--- src/rtl/d_branch_pkg.sv ---
// -----------------------------------------------------------------------------
// d_branch_pkg
// Definitions shared by the decode-stage branch resolution unit:
//   - bop_e     : branch-op encoding carried on i_con_bop
//   - cnt_t     : 2-bit saturating predictor counter and its reset value
//   - bht_index : PC -> counter-table index (word-aligned PC bits above [1:0])
//   - cnt_update: saturating increment/decrement of a counter
// -----------------------------------------------------------------------------
package d_branch_pkg;

    typedef enum logic [2:0] {
        BOP_NONE = 3'b000,
        BOP_BEQ  = 3'b001,
        BOP_BNE  = 3'b010,
        BOP_BLEZ = 3'b011,
        BOP_BGTZ = 3'b100,
        BOP_BLTZ = 3'b101,
        BOP_BGEZ = 3'b110
    } bop_e;

    // 00 strong-NT, 01 weak-NT, 10 weak-T, 11 strong-T; MSB is the prediction.
    typedef logic [1:0] cnt_t;

    localparam cnt_t CNT_RESET = 2'b01;
    localparam cnt_t CNT_MAX   = 2'b11;
    localparam cnt_t CNT_MIN   = 2'b00;

    // Widest PC the index helper accepts; callers zero-extend into it.
    localparam int PC_MAX_W = 64;

    // Instructions are word aligned, so the index starts at pc[2].
    function automatic logic [31:0] bht_index(input logic [PC_MAX_W-1:0] pc,
                                              input int                  idx_w);
        return 32'((pc >> 2) & ((64'd1 << idx_w) - 64'd1));
    endfunction

    function automatic cnt_t cnt_update(input cnt_t cnt, input logic taken);
        if (taken) begin
            return (cnt == CNT_MAX) ? cnt : cnt + 2'd1;
        end
        return (cnt == CNT_MIN) ? cnt : cnt - 2'd1;
    endfunction

endpackage

--- src/rtl/d_branch_if.sv ---
// -----------------------------------------------------------------------------
// d_branch_if
// Bundle between fetch/decode/hazard logic and d_branch_resolve.
//   fetch : i_f_pc -> o_f_pred_taken
//   decode: i_d_valid, i_d_stall, i_d_pc, i_d_pred_taken, i_data_rs,
//           i_data_rt, i_con_bop -> o_con_ifbranch, o_mispredict, o_flush_q
//   stats : o_br_count, o_mis_count (only when D_BRANCH_STATS_EN is defined)
// Modports: master = pipeline side, slave = branch resolution unit.
// -----------------------------------------------------------------------------
interface d_branch_if #(
    parameter int DATA_W = 32,
    parameter int PC_W   = 32
);
    logic [PC_W-1:0]   i_f_pc;
    logic              o_f_pred_taken;
    logic              i_d_valid;
    logic              i_d_stall;
    logic [PC_W-1:0]   i_d_pc;
    logic              i_d_pred_taken;
    logic [DATA_W-1:0] i_data_rs;
    logic [DATA_W-1:0] i_data_rt;
    logic [2:0]        i_con_bop;
    logic              o_con_ifbranch;
    logic              o_mispredict;
    logic              o_flush_q;
`ifdef D_BRANCH_STATS_EN
    logic [31:0]       o_br_count;
    logic [31:0]       o_mis_count;

    modport master (
        output i_f_pc, i_d_valid, i_d_stall, i_d_pc, i_d_pred_taken,
               i_data_rs, i_data_rt, i_con_bop,
        input  o_f_pred_taken, o_con_ifbranch, o_mispredict, o_flush_q,
               o_br_count, o_mis_count
    );
    modport slave (
        input  i_f_pc, i_d_valid, i_d_stall, i_d_pc, i_d_pred_taken,
               i_data_rs, i_data_rt, i_con_bop,
        output o_f_pred_taken, o_con_ifbranch, o_mispredict, o_flush_q,
               o_br_count, o_mis_count
    );
`else
    modport master (
        output i_f_pc, i_d_valid, i_d_stall, i_d_pc, i_d_pred_taken,
               i_data_rs, i_data_rt, i_con_bop,
        input  o_f_pred_taken, o_con_ifbranch, o_mispredict, o_flush_q
    );
    modport slave (
        input  i_f_pc, i_d_valid, i_d_stall, i_d_pc, i_d_pred_taken,
               i_data_rs, i_data_rt, i_con_bop,
        output o_f_pred_taken, o_con_ifbranch, o_mispredict, o_flush_q
    );
`endif
endinterface

--- src/rtl/d_branch_cond.sv ---
// -----------------------------------------------------------------------------
// d_branch_cond
// Purely combinational MIPS branch condition evaluator.
//   i_bop     : branch op (bop_e encoding; 000/111 are not branches)
//   i_rs/i_rt : forwarded operands, signed two's complement
//   o_taken   : branch condition true (0 for non-branch codes)
//   o_is_br   : i_bop is one of the six branch codes
// -----------------------------------------------------------------------------
module d_branch_cond
    import d_branch_pkg::*;
#(
    parameter int DATA_W = 32
) (
    input  logic [2:0]        i_bop,
    input  logic [DATA_W-1:0] i_rs,
    input  logic [DATA_W-1:0] i_rt,
    output logic              o_taken,
    output logic              o_is_br
);
    logic w_rs_zero;
    logic w_rs_neg;

    assign w_rs_zero = (i_rs == '0);
    assign w_rs_neg  = i_rs[DATA_W-1];

    // NOTE: every output gets a default before the case so no path leaves it
    // unassigned, which would otherwise infer a latch.
    always_comb begin
        o_taken = 1'b0;
        o_is_br = 1'b1;
        case (i_bop)
            BOP_BEQ:  o_taken = (i_rs == i_rt);
            BOP_BNE:  o_taken = (i_rs != i_rt);
            BOP_BLEZ: o_taken = w_rs_zero | w_rs_neg;
            BOP_BGTZ: o_taken = ~w_rs_zero & ~w_rs_neg;
            BOP_BLTZ: o_taken = w_rs_neg;
            BOP_BGEZ: o_taken = ~w_rs_neg;
            default:  o_is_br = 1'b0;
        endcase
    end

endmodule

--- src/rtl/d_branch_resolve.sv ---
// -----------------------------------------------------------------------------
// d_branch_resolve
// Decode-stage branch resolution with a direct-mapped table of 2-bit
// saturating counters. Fetch reads the table combinationally; decode trains
// the entry of every resolved, non-stalled branch.
//   i_clk, i_rst : clock (rising edge), asynchronous active-high reset
//   bus (slave)  : fetch lookup, decode operands/op/prediction, resolution
//                  outputs and flush pulse (see d_branch_if)
// Optional feature: define D_BRANCH_STATS_EN to add saturating trained-branch
// (o_br_count) and trained-mispredict (o_mis_count) counters.
// -----------------------------------------------------------------------------
module d_branch_resolve
    import d_branch_pkg::*;
#(
    parameter int DATA_W    = 32,
    parameter int PC_W      = 32,
    parameter int BHT_DEPTH = 64
) (
    input logic     i_clk,
    input logic     i_rst,
    d_branch_if.slave bus
);
    localparam int IDX_W = $clog2(BHT_DEPTH);

    cnt_t             r_bht [BHT_DEPTH];
    logic             r_flush_q;

    logic [PC_W-1:0]  w_f_pc;
    logic [PC_W-1:0]  w_d_pc;
    logic [IDX_W-1:0] w_f_idx;
    logic [IDX_W-1:0] w_d_idx;
    logic             w_taken;
    logic             w_is_br;
    logic             w_br;
    logic             w_mispredict;
    logic             w_train;

    assign w_f_pc  = bus.i_f_pc;
    assign w_d_pc  = bus.i_d_pc;
    assign w_f_idx = IDX_W'(bht_index(PC_MAX_W'(w_f_pc), IDX_W));
    assign w_d_idx = IDX_W'(bht_index(PC_MAX_W'(w_d_pc), IDX_W));

    d_branch_cond #(
        .DATA_W (DATA_W)
    ) u_cond (
        .i_bop   (bus.i_con_bop),
        .i_rs    (bus.i_data_rs),
        .i_rt    (bus.i_data_rt),
        .o_taken (w_taken),
        .o_is_br (w_is_br)
    );

    assign w_br         = bus.i_d_valid & w_is_br;
    // Mispredict is reported even while stalled so hazard logic can act on
    // it; only training is held off by the stall.
    assign w_mispredict = w_br & (w_taken != bus.i_d_pred_taken);
    assign w_train      = w_br & ~bus.i_d_stall;

    // NOTE: the counter table is made of flops that must start at weak-NT, so
    // it is reset like any other state rather than treated as an uninitialised
    // RAM. All sequential state uses non-blocking assignments so every flop
    // samples pre-edge values.
    always_ff @(posedge i_clk or posedge i_rst) begin
        if (i_rst) begin
            for (int i = 0; i < BHT_DEPTH; i++) begin
                r_bht[i] <= CNT_RESET;
            end
        end else if (w_train) begin
            r_bht[w_d_idx] <= cnt_update(r_bht[w_d_idx], w_taken);
        end
    end

    always_ff @(posedge i_clk or posedge i_rst) begin
        if (i_rst) begin
            r_flush_q <= 1'b0;
        end else begin
            r_flush_q <= w_mispredict;
        end
    end

    // Lookup reads the registered table, so a same-cycle update to the same
    // index is not bypassed.
    assign bus.o_f_pred_taken = r_bht[w_f_idx][1] & ~i_rst;
    assign bus.o_con_ifbranch = w_taken;
    assign bus.o_mispredict   = w_mispredict;
    assign bus.o_flush_q      = r_flush_q;

`ifdef D_BRANCH_STATS_EN
    logic [31:0] r_br_count;
    logic [31:0] r_mis_count;

    always_ff @(posedge i_clk or posedge i_rst) begin
        if (i_rst) begin
            r_br_count  <= '0;
            r_mis_count <= '0;
        end else if (w_train) begin
            if (r_br_count != 32'hFFFF_FFFF) begin
                r_br_count <= r_br_count + 32'd1;
            end
            if (w_mispredict && (r_mis_count != 32'hFFFF_FFFF)) begin
                r_mis_count <= r_mis_count + 32'd1;
            end
        end
    end

    assign bus.o_br_count  = r_br_count;
    assign bus.o_mis_count = r_mis_count;
`endif

endmodule

--- src/flat_wrapper.sv ---
// flat-port wrapper written by rule: the top's interface ports become plain ports
module d_branch_resolve_flat import d_branch_pkg::*;
#(
    parameter int DATA_W    = 32,
    parameter int PC_W      = 32,
    parameter int BHT_DEPTH = 64
)
  (i_clk, i_rst, bus_i_f_pc, bus_i_d_valid, bus_i_d_stall, bus_i_d_pc, bus_i_d_pred_taken, bus_i_data_rs, bus_i_data_rt, bus_i_con_bop, bus_o_f_pred_taken, bus_o_con_ifbranch, bus_o_mispredict, bus_o_flush_q);
  d_branch_if #(.DATA_W(DATA_W), .PC_W(PC_W)) bus_i ();
  input logic i_clk;
  input logic i_rst;
  input wire logic [$bits(bus_i.i_f_pc)-1:0] bus_i_f_pc;
  input wire logic [$bits(bus_i.i_d_valid)-1:0] bus_i_d_valid;
  input wire logic [$bits(bus_i.i_d_stall)-1:0] bus_i_d_stall;
  input wire logic [$bits(bus_i.i_d_pc)-1:0] bus_i_d_pc;
  input wire logic [$bits(bus_i.i_d_pred_taken)-1:0] bus_i_d_pred_taken;
  input wire logic [$bits(bus_i.i_data_rs)-1:0] bus_i_data_rs;
  input wire logic [$bits(bus_i.i_data_rt)-1:0] bus_i_data_rt;
  input wire logic [$bits(bus_i.i_con_bop)-1:0] bus_i_con_bop;
  output wire logic [$bits(bus_i.o_f_pred_taken)-1:0] bus_o_f_pred_taken;
  output wire logic [$bits(bus_i.o_con_ifbranch)-1:0] bus_o_con_ifbranch;
  output wire logic [$bits(bus_i.o_mispredict)-1:0] bus_o_mispredict;
  output wire logic [$bits(bus_i.o_flush_q)-1:0] bus_o_flush_q;
  assign bus_i.i_f_pc = bus_i_f_pc;
  assign bus_i.i_d_valid = bus_i_d_valid;
  assign bus_i.i_d_stall = bus_i_d_stall;
  assign bus_i.i_d_pc = bus_i_d_pc;
  assign bus_i.i_d_pred_taken = bus_i_d_pred_taken;
  assign bus_i.i_data_rs = bus_i_data_rs;
  assign bus_i.i_data_rt = bus_i_data_rt;
  assign bus_i.i_con_bop = bus_i_con_bop;
  assign bus_o_f_pred_taken = bus_i.o_f_pred_taken;
  assign bus_o_con_ifbranch = bus_i.o_con_ifbranch;
  assign bus_o_mispredict = bus_i.o_mispredict;
  assign bus_o_flush_q = bus_i.o_flush_q;
  d_branch_resolve #(.DATA_W(DATA_W), .PC_W(PC_W), .BHT_DEPTH(BHT_DEPTH)) u_core (.i_clk(i_clk), .i_rst(i_rst), .bus(bus_i));
endmodule
--- config.mk ---
export PLATFORM = sky130hd
export DESIGN_NAME = d_branch_resolve_flat
export DESIGN_NICKNAME = d
export VERILOG_FILES = /design/src/rtl/d_branch_pkg.sv /design/src/rtl/d_branch_if.sv /design/src/rtl/d_branch_cond.sv /design/src/rtl/d_branch_resolve.sv /design/src/flat_wrapper.sv
export SDC_FILE = /design/constraint.sdc
export NUM_CORES = 1
export LEC_CHECK = 0
export CORE_MARGIN = 2
export CORE_UTILIZATION = 30
export DETAILED_ROUTE_END_ITERATION = 8
export SYNTH_ARGS = -nofsm -noshare
export SYNTH_HDL_FRONTEND = slang
export SYNTH_SLANG_ARGS = --single-unit
--- constraint.sdc ---
create_clock -name i_clk -period 5 [get_ports i_clk]
set_clock_uncertainty 0.15 [all_clocks]
set_input_delay 0.75 -clock i_clk [delete_from_list [all_inputs] [get_ports i_clk]]
set_output_delay 0.75 -clock i_clk [all_outputs]
set_load 0.005 [all_outputs]
Yosys cells after proc, flatten, opt, wreduce, memory -nomap -nowiden. Cells that the tools add are included.

Register bits after elaboration: 129. Bits of input ports: 136. Output and inout bits: 4.

$add $sub $neg: 2. Magnitude comparators: 3. Equal/unequal tests: 10. Multiplexer cells: 18. Bitwise logic cells: 12. Reductions and logical operators: 4.

Operators by type and width (count): bitwise mux 128 bit (1); == test 32 bit (1); logical NOT 32 bit (1); inequality test 32 bit (1); binary-select mux 2 bit (select 6 bit) (2); 2-to-1 mux 2 bit (10); greater-or-equal comparator 7 bit (second input constant) (2); inverter 6 -> 7 bit (2); demux 2 bit (select 6 bit) (1); == test 3 bit (second input constant) (3); < comparator 7 x 1 -> 1 bit (second input constant) (1); == test 3 x 2 -> 1 bit (second input constant) (2); one-hot mux 1 bit (6 select lines) (1); OR reduction 6 bit (1); bitwise AND 1 bit (5); inverter 1 bit (4); == test 3 x 1 -> 1 bit (second input constant) (1); 2-to-1 mux 1 bit (3); adder 2 x 1 -> 2 bit (second input constant) (1); == test 2 bit (second input constant) (1); logical NOT 2 bit (1); subtractor 2 x 1 -> 2 bit (second input constant) (1); logical AND 1 bit (1); inequality test 1 bit (1); OR 1 bit (1).

Longest topological paths before layout. Gate-level depths: netlist (run 1).

Depth after elaboration: 10. Mapped depth: 11. Gate-level depth less buffers: 7.

Hierarchy. A second synthesis (run 1) with hierarchy kept.

Cells, all modules: 743. Area total of the unflattened synthesis: 7178.1 sq um.

By module, submodules not included: d_branch_resolve (instances 1, cells an instance 677, area each 6688.9 sq um); d_branch_cond (instances 1, cells an instance 66, area each 489.2 sq um).

Worst setup path after synthesis (run 1). OpenSTA, ideal clock, no wires.

Path kind: input-to-output. Start point: input port i_rst. End point: output port bus_o_f_pred_taken. Arrival time: 3723 ps. Data required time: 4100 ps. Setup slack: 377 ps. Stages on the path: 2. Cells stage by stage: inv_1 -> and2_1.

Longest elaborated chain between the ends: 2.

Ends and longest elaborated chain: start, declared (RTL line flat_wrapper.sv:11) `input logic i_rst;`; inverter 1 bit (RTL line d_branch_resolve.sv:83) `assign bus.o_f_pred_taken = r_bht[w_f_idx][1] & ~i_rst;`; bitwise AND 1 bit (RTL line d_branch_resolve.sv:83); end, declared (RTL line flat_wrapper.sv:20) `output wire logic [$bits(bus_i.o_f_pred_taken)-1:0] bus_o_f_pred_taken;`.

No other way between the ends.

Worst setup path after layout (run 1).
Start point: input port bus_i_f_pc[2]. End point: output port bus_o_f_pred_taken.

Longest elaborated chain between the ends: 5.

Ends and longest elaborated chain: start, declared (RTL line flat_wrapper.sv:12) `input wire logic [$bits(bus_i.i_f_pc)-1:0] bus_i_f_pc;`; inverter 6 -> 7 bit (implied by the code) (RTL line d_branch_resolve.sv:83); binary-select mux 2 bit (select 6 bit) (RTL line d_branch_resolve.sv:83); 2-to-1 mux 2 bit (implied by the code) (2 in a row) (RTL line d_branch_resolve.sv:83); bitwise AND 1 bit (RTL line d_branch_resolve.sv:83).

No other way between the ends. The select of a mux whose other input is x is not followed.

==> flow_metrics.tcl, run 1 <==
set metrics [dict create \
    drtIter0Drc 620 \
    diodes 0 \
    async_reset_ff_frac 1.00 \
    placed_cell_area_um2 8890 \
    comb_power_share 0.149 \
    hold_ws_ns 0.319 \
    cts-buffers-inserted 17 \
    powerDensity_nw_per_um2 304 \
    tightest_slew_ns 0.972 \
    synthAdderAreaFrac 0 \
    synthMuxAreaShare 0.135 \
    die_w_um 163 \
    synth_seq_cells 129 \
    cp.required_ns 4.10 \
    p_sw_mw 0.733 \
    hp-start "u_core.r_bht[52]" \
    post_cts_resized 0 \
    cts-hold-fix-buffers 0 \
    p_leak_nw 3.52 \
    max_freq_mhz 222 \
    die-area_um2 26600 \
    period_share 0.900 \
    synth_compound_area_frac 0.185 \
    crit_chain "clkdlybuf4s50_1, buf_12, mux4_2, mux4_2, mux4_2, and2_1, clkdlybuf4s50_1" \
    grt_pass1_vias 6560 \
    antenna_found_initial 0 \
    nNetsFinal 976 \
    maxCapViolCount 0 \
    drcViolationCount 0 \
    cp_common_cell "mux4_2" \
    synthSimpleGateAreaFrac 0.163 \
    clk-insertion-delay-late_ns 0.43 \
    crit_slowest_cell "mux4_2" \
    power_mw 2.89 \
    ant_nets 0 \
    syn_to_final_growth_pct 24.9 \
    hold_path.class "flip-flop to flip-flop" \
    syn_area_um2 7600 \
    p_sw_frac 0.253 \
    wl_per_cell_um 19.6 \
    synth.distinct_cells 52 \
    grt_start_max_net_pins 66 \
    port_buffers 87 \
    synth_ff_type "dfrtp_1" \
    tritoncts "done" \
    clockPowerShare 0.450 \
    p_seq_frac 0.400 \
    synth_top_family_by_area "compound AO/OA/AOI/OAI gates" \
    min_period_ns 4.50 \
    synth_xor_area_frac 0.0369 \
    maxSlewHeadroom 0.347 \
    critPathArrivalTime_ns 3.60 \
    vias 6418 \
    firstDrtPassIters 5 \
    synth_seq_area_share 0.435 \
    cts_num_sinks 129 \
    end_kind "primary output" \
    core_um2 25000 \
    cts-root-buf "clkbuf_16" \
    critical_path_buf_inv_count 3 \
    power.internal_mw 2.16 \
    cts-htree-levels 4 \
    drive_above_1_share 0.197 \
    fin_area_um2 9500 \
    path_class "input port to primary output" \
    setup_tns_ns 0 \
    utilization 0.379 \
    cp_max_fo 16 \
    setup-violations-final 0 \
    synthTopCellsByArea "dfstp_2 22%, dfrtp_1 21%, o31ai_1 13%" \
    rsz0062_at_grt "no" \
    start_kind "input port" \
    synth_cells 752 \
    cp_top_family "multiplexers" \
    vdd_drop_max_mv 0.234 \
    io_pins 140 \
    report.final.slew_viol_count 0 \
    yosysTopAreaCell "dfstp_2" \
    syn-mean-instance-area_um2 10.1 \
    critPathLaunch "bus_i_f_pc[2]" \
    grt_overflow 0 \
    status "complete, no violations" \
    synth_warnings 0 \
    max-clock-path-buffers 2 \
    worstReg2RegStart "u_core.r_bht[87]" \
    grt_usage 0.183 \
    gp_congestion 0.843 \
    critical-path-max-stage-delay_ns 0.58 \
    hold_viol_final 0 \
    fp.dieH_um 163 \
    clk_transition_reported_paths_ns 0.05 \
    post_cts_buffers 0 \
    start_util 0.304 \
    synth_nets 888 \
    row_count 58 \
    viasPerCell 5.43 \
    grt_pass1_wl_mm 37.3 \
    synth-edff-count 0 \
    yosysTopAreaCellShare 0.221 \
    drt-total-wl_mm 23.2 \
    dpl.hpwl_mm 16.0 \
]
[final timing paths]
path	endpoint	slack, ns	depth (start not counted)
min in group asynchronous	u_core.r_bht[81]	0.52	2
hold / removal	u_core.r_bht[52]	0.32	2
setup / recovery	bus_o_f_pred_taken	0.50	7
hold reg to reg	u_core.r_bht[52]	0.32	2
setup reg to reg	u_core.r_bht[95]	1.78	8
max in group asynchronous	u_core.r_bht[59]	2.44	4
[cells in the mapped netlist (all sizes together), types with 3 or more instances]
cell     count
nand2      199
o31ai      128
dfrtp       65
dfstp       64
buf         42
xor2        32
mux4        29
mux2i       27
nor2        23
nor4        17
mux2         9
a21oi        8
o21ai        8
a22oi        7
nand3b       7
o22ai        7
clkbuf       6
nand3        6
a221oi       5
inv          5
nand4        5
or3          5
a211oi       4
nor2b        4
o2bb2ai      4
a21boi       3
nor3         3
nor3b        3
or2          3
[flip-flops by register name, summed over array words and instances (netlist names)]
name,cells
u_core.bus.o_flush_q,1
u_core.r_bht,128
[per-stage QoR]
step           instances  setup slack [ns]
6_report            1183             0.501
4_1_cts             1183             0.489
3_3_place_gp        1151             0.495
2_1_floorplan        752             0.377
5_1_grt             1183             0.240
3_5_place_dp        1151             0.490
[power by group through the flow]
stage / registers, mW / clock network (mW) / logic [mW]
CTS: 1.16 / 1.32 / 0.433
finish: 1.16 / 1.30 / 0.432
global placement: 1.17 / 0 / 0.429
detailed placement: 1.17 / 0 / 0.432
floorplan: 1.16 / 0 / 0.263
global route: 1.16 / 1.37 / 0.471
[area by class of cell]
class                   count  area (um^2)
repair buffers            117         1180
well taps                 330          413
flip-flops and latches    129         3310
fillers                  2522        15500
multi-input cells         569         3960
clock buffers              28          517
inverters                   6         25.0
clock inverters             4         95.1
[worst min-delay path, stage by stage, from the launching register on]
cell,delay (ns)
dfstp_2,0.36
nand2_1,0.04
o31ai_1,0.05
[kinds of logic after synthesis]
| logic type | Yosys count |
|---|---|
| mux | 65 |
| flops | 129 |
| xor+xnor | 32 |
| compound gates | 187 |
| buf+inv | 54 |
| simple gates | 285 |
[cell usage in the layout, fill, tap and decap left out, drive strengths merged, types with 4 or more instances in the layout]
| cell type | count |
|---|---|
| buf | 31 |
| nor2 | 23 |
| mux2i | 27 |
| nand3 | 6 |
| o21ai | 8 |
| o2bb2ai | 4 |
| or3 | 5 |
| dfstp | 64 |
| nand4 | 5 |
| nor4 | 17 |
| o31ai | 128 |
| o22ai | 7 |
| clkdlybuf4s50 | 86 |
| clkbuf | 28 |
| a22oi | 7 |
| nand3b | 7 |
| a21oi | 8 |
| mux2 | 9 |
| inv | 5 |
| nor2b | 4 |
| mux4 | 29 |
| nand2 | 199 |
| dfrtp | 65 |
| xor2 | 32 |
| a221oi | 5 |
| a211oi | 4 |
[layer usage]
layer / up-vias / global-route usage / routed length, um
met5: - / 0 / 0
met4: 0 / 0.0599 / 442
met3: 24 / 0.0467 / 1780
met2: 257 / 0.291 / 10800
met1: 3132 / 0.244 / 10200
li1: 3005 / - / -
Note: power is estimated with default switching activity, not from simulation.
==> inputs of run 2 (changes only) <==
GPL_ROUTABILITY_DRIVEN = 0   (was unset)
==> results of run 2 <==
Final layout, timing and power as in run 1 (identical DEF).
==> inputs of run 3 (changes only) <==
clock period = 4.8 ns   (was 5 ns; I/O delays follow)
==> flow_metrics.tcl, run 3 (synthesis results as in run 1) <==
set metrics [dict create \
    power.internal_mw 2.20 \
    end_kind "primary output" \
    hold_path.class "flip-flop to flip-flop" \
    maxCapViolCount 0 \
    setup_tns_ns 0 \
    final_common_cell "nand2_1" \
    start_util 0.304 \
    die_w_um 163 \
    io_pins 140 \
    row_count 58 \
    grt_overflow 0 \
    diodes 0 \
    firstDrtPassIters 5 \
    p_leak_nw 3.53 \
    tritoncts "done" \
    cts-hold-fix-buffers 0 \
    p_sw_frac 0.265 \
    hold_ws_ns 0.318 \
    fin_area_um2 9550 \
    post_cts_buffers 0 \
    dpl.hpwl_mm 15.8 \
    r2r_setup_slack_ns 1.78 \
    maxSlewHeadroom 0.399 \
    vias 6446 \
    final_cell_mix "199 x nand2_1, 128 x o31ai_1, 86 x clkdlybuf4s50_1" \
    core_um2 25000 \
    max_freq_mhz 224 \
    antenna_found_initial 0 \
    cts-root-buf "clkbuf_16" \
    cp.required_ns 3.93 \
    clockPowerShare 0.445 \
    multiInputGateArea_um2 3960 \
    status "complete, no violations" \
    grt_pass1_vias 6412 \
    grt_usage 0.179 \
    hold_viol_final 0 \
    vdd_drop_max_mv 0.299 \
    report.final.slew_viol_count 0 \
    wl_per_cell_um 19.4 \
    p_sw_mw 0.793 \
    comb_power_share 0.152 \
    clk-insertion-delay-late_ns 0.42 \
    grt_pass1_wl_mm 36.3 \
    viasPerCell 5.44 \
    cts-htree-levels 4 \
    nNetsFinal 978 \
    fp.dieH_um 163 \
    n_fill_cell 2527 \
    drtIter0Drc 660 \
    die-area_um2 26600 \
    period_share 0.930 \
    ant_nets 0 \
    max-clock-path-buffers 2 \
    path_class "input port to primary output" \
    cts_num_sinks 129 \
    clk_transition_reported_paths_ns 0.06 \
    drcViolationCount 0 \
    largest_reg_flops 128 \
    seqCellArea_um2 3310 \
    start_kind "input port" \
    drive_above_1_share 0.205 \
    grt_start_max_net_pins 70 \
    syn_to_final_growth_pct 25.5 \
    rsz0062_at_grt "no" \
    placed_cell_area_um2 8940 \
    cp_max_fo 16 \
    critPathArrivalTime_ns 3.59 \
    min_period_ns 4.46 \
    post_cts_resized 0 \
    cts-buffers-inserted 17 \
    drt-total-wl_mm 23.0 \
    setup-violations-final 0 \
    powerDensity_nw_per_um2 313 \
    port_buffers 87 \
    p_seq_frac 0.403 \
    tightest_slew_ns 0.894 \
    top_register "u_core.r_bht" \
]
[run 3: power groups by stage]
stage                     Sequential, mW  Combinational, mW  Clock [mW]
after global placement              1.22              0.455           0
final                               1.21              0.456        1.33
after CTS                           1.21              0.459        1.35
after floorplan                     1.21              0.274           0
after detailed placement            1.22              0.459           0
after global routing                1.21              0.497        1.41
[run 3: cell type report]
| type | count | share of cell area |
|---|---|---|
| Multi-Input combinational cell | 569 | 0.415 |
| Timing Repair Buffer | 119 | 0.129 |
| Sequential cell | 129 | 0.347 |
| Inverter | 6 | 0.00262 |
| Tap cell | 330 | 0.0433 |
| Clock buffer | 19 | 0.0464 |
| Clock inverter | 13 | 0.0170 |
[run 3: path summary, 6_finish.rpt]
| path | start | end | depth (start not counted) |
|---|---|---|---|
| max in group asynchronous | i_rst | u_core.r_bht[29] | 3 |
| worst max-delay path | bus_i_f_pc[2] | bus_o_f_pred_taken | 7 |
| worst min register to register | u_core.r_bht[16] | u_core.r_bht[16] | 2 |
| min in group asynchronous | i_rst | u_core.r_bht[85] | 3 |
| worst min-delay path | u_core.r_bht[16] | u_core.r_bht[16] | 2 |
| worst max register to register | u_core.r_bht[87] | u_core.r_bht[93] | 10 |
[run 3: metrics by stage]
step                      cells   util  power, mW  worst slack, ns
after CTS                  1185  0.381       3.02            0.337
after detailed placement   1153  0.357       1.68            0.341
after global routing       1185  0.381       3.12            0.162
after global placement     1153  0.357       1.67            0.341
final                      1185  0.381       2.99            0.336
after floorplan             752      -       1.48            0.237
[run 3: worst max-delay path, stage by stage]
cell             delay (ns)
clkdlybuf4s50_1        0.51
buf_12                 0.20
mux4_2                 0.57
mux4_2                 0.52
mux4_2                 0.47
and2_1                 0.16
clkdlybuf4s50_1        0.43
[run 3: routing by layer]
layer,GRT usage,wire [um]
met5,0,0
met4,0.0644,660
met3,0.0465,1700
met2,0.284,10600
met1,0.236,9990
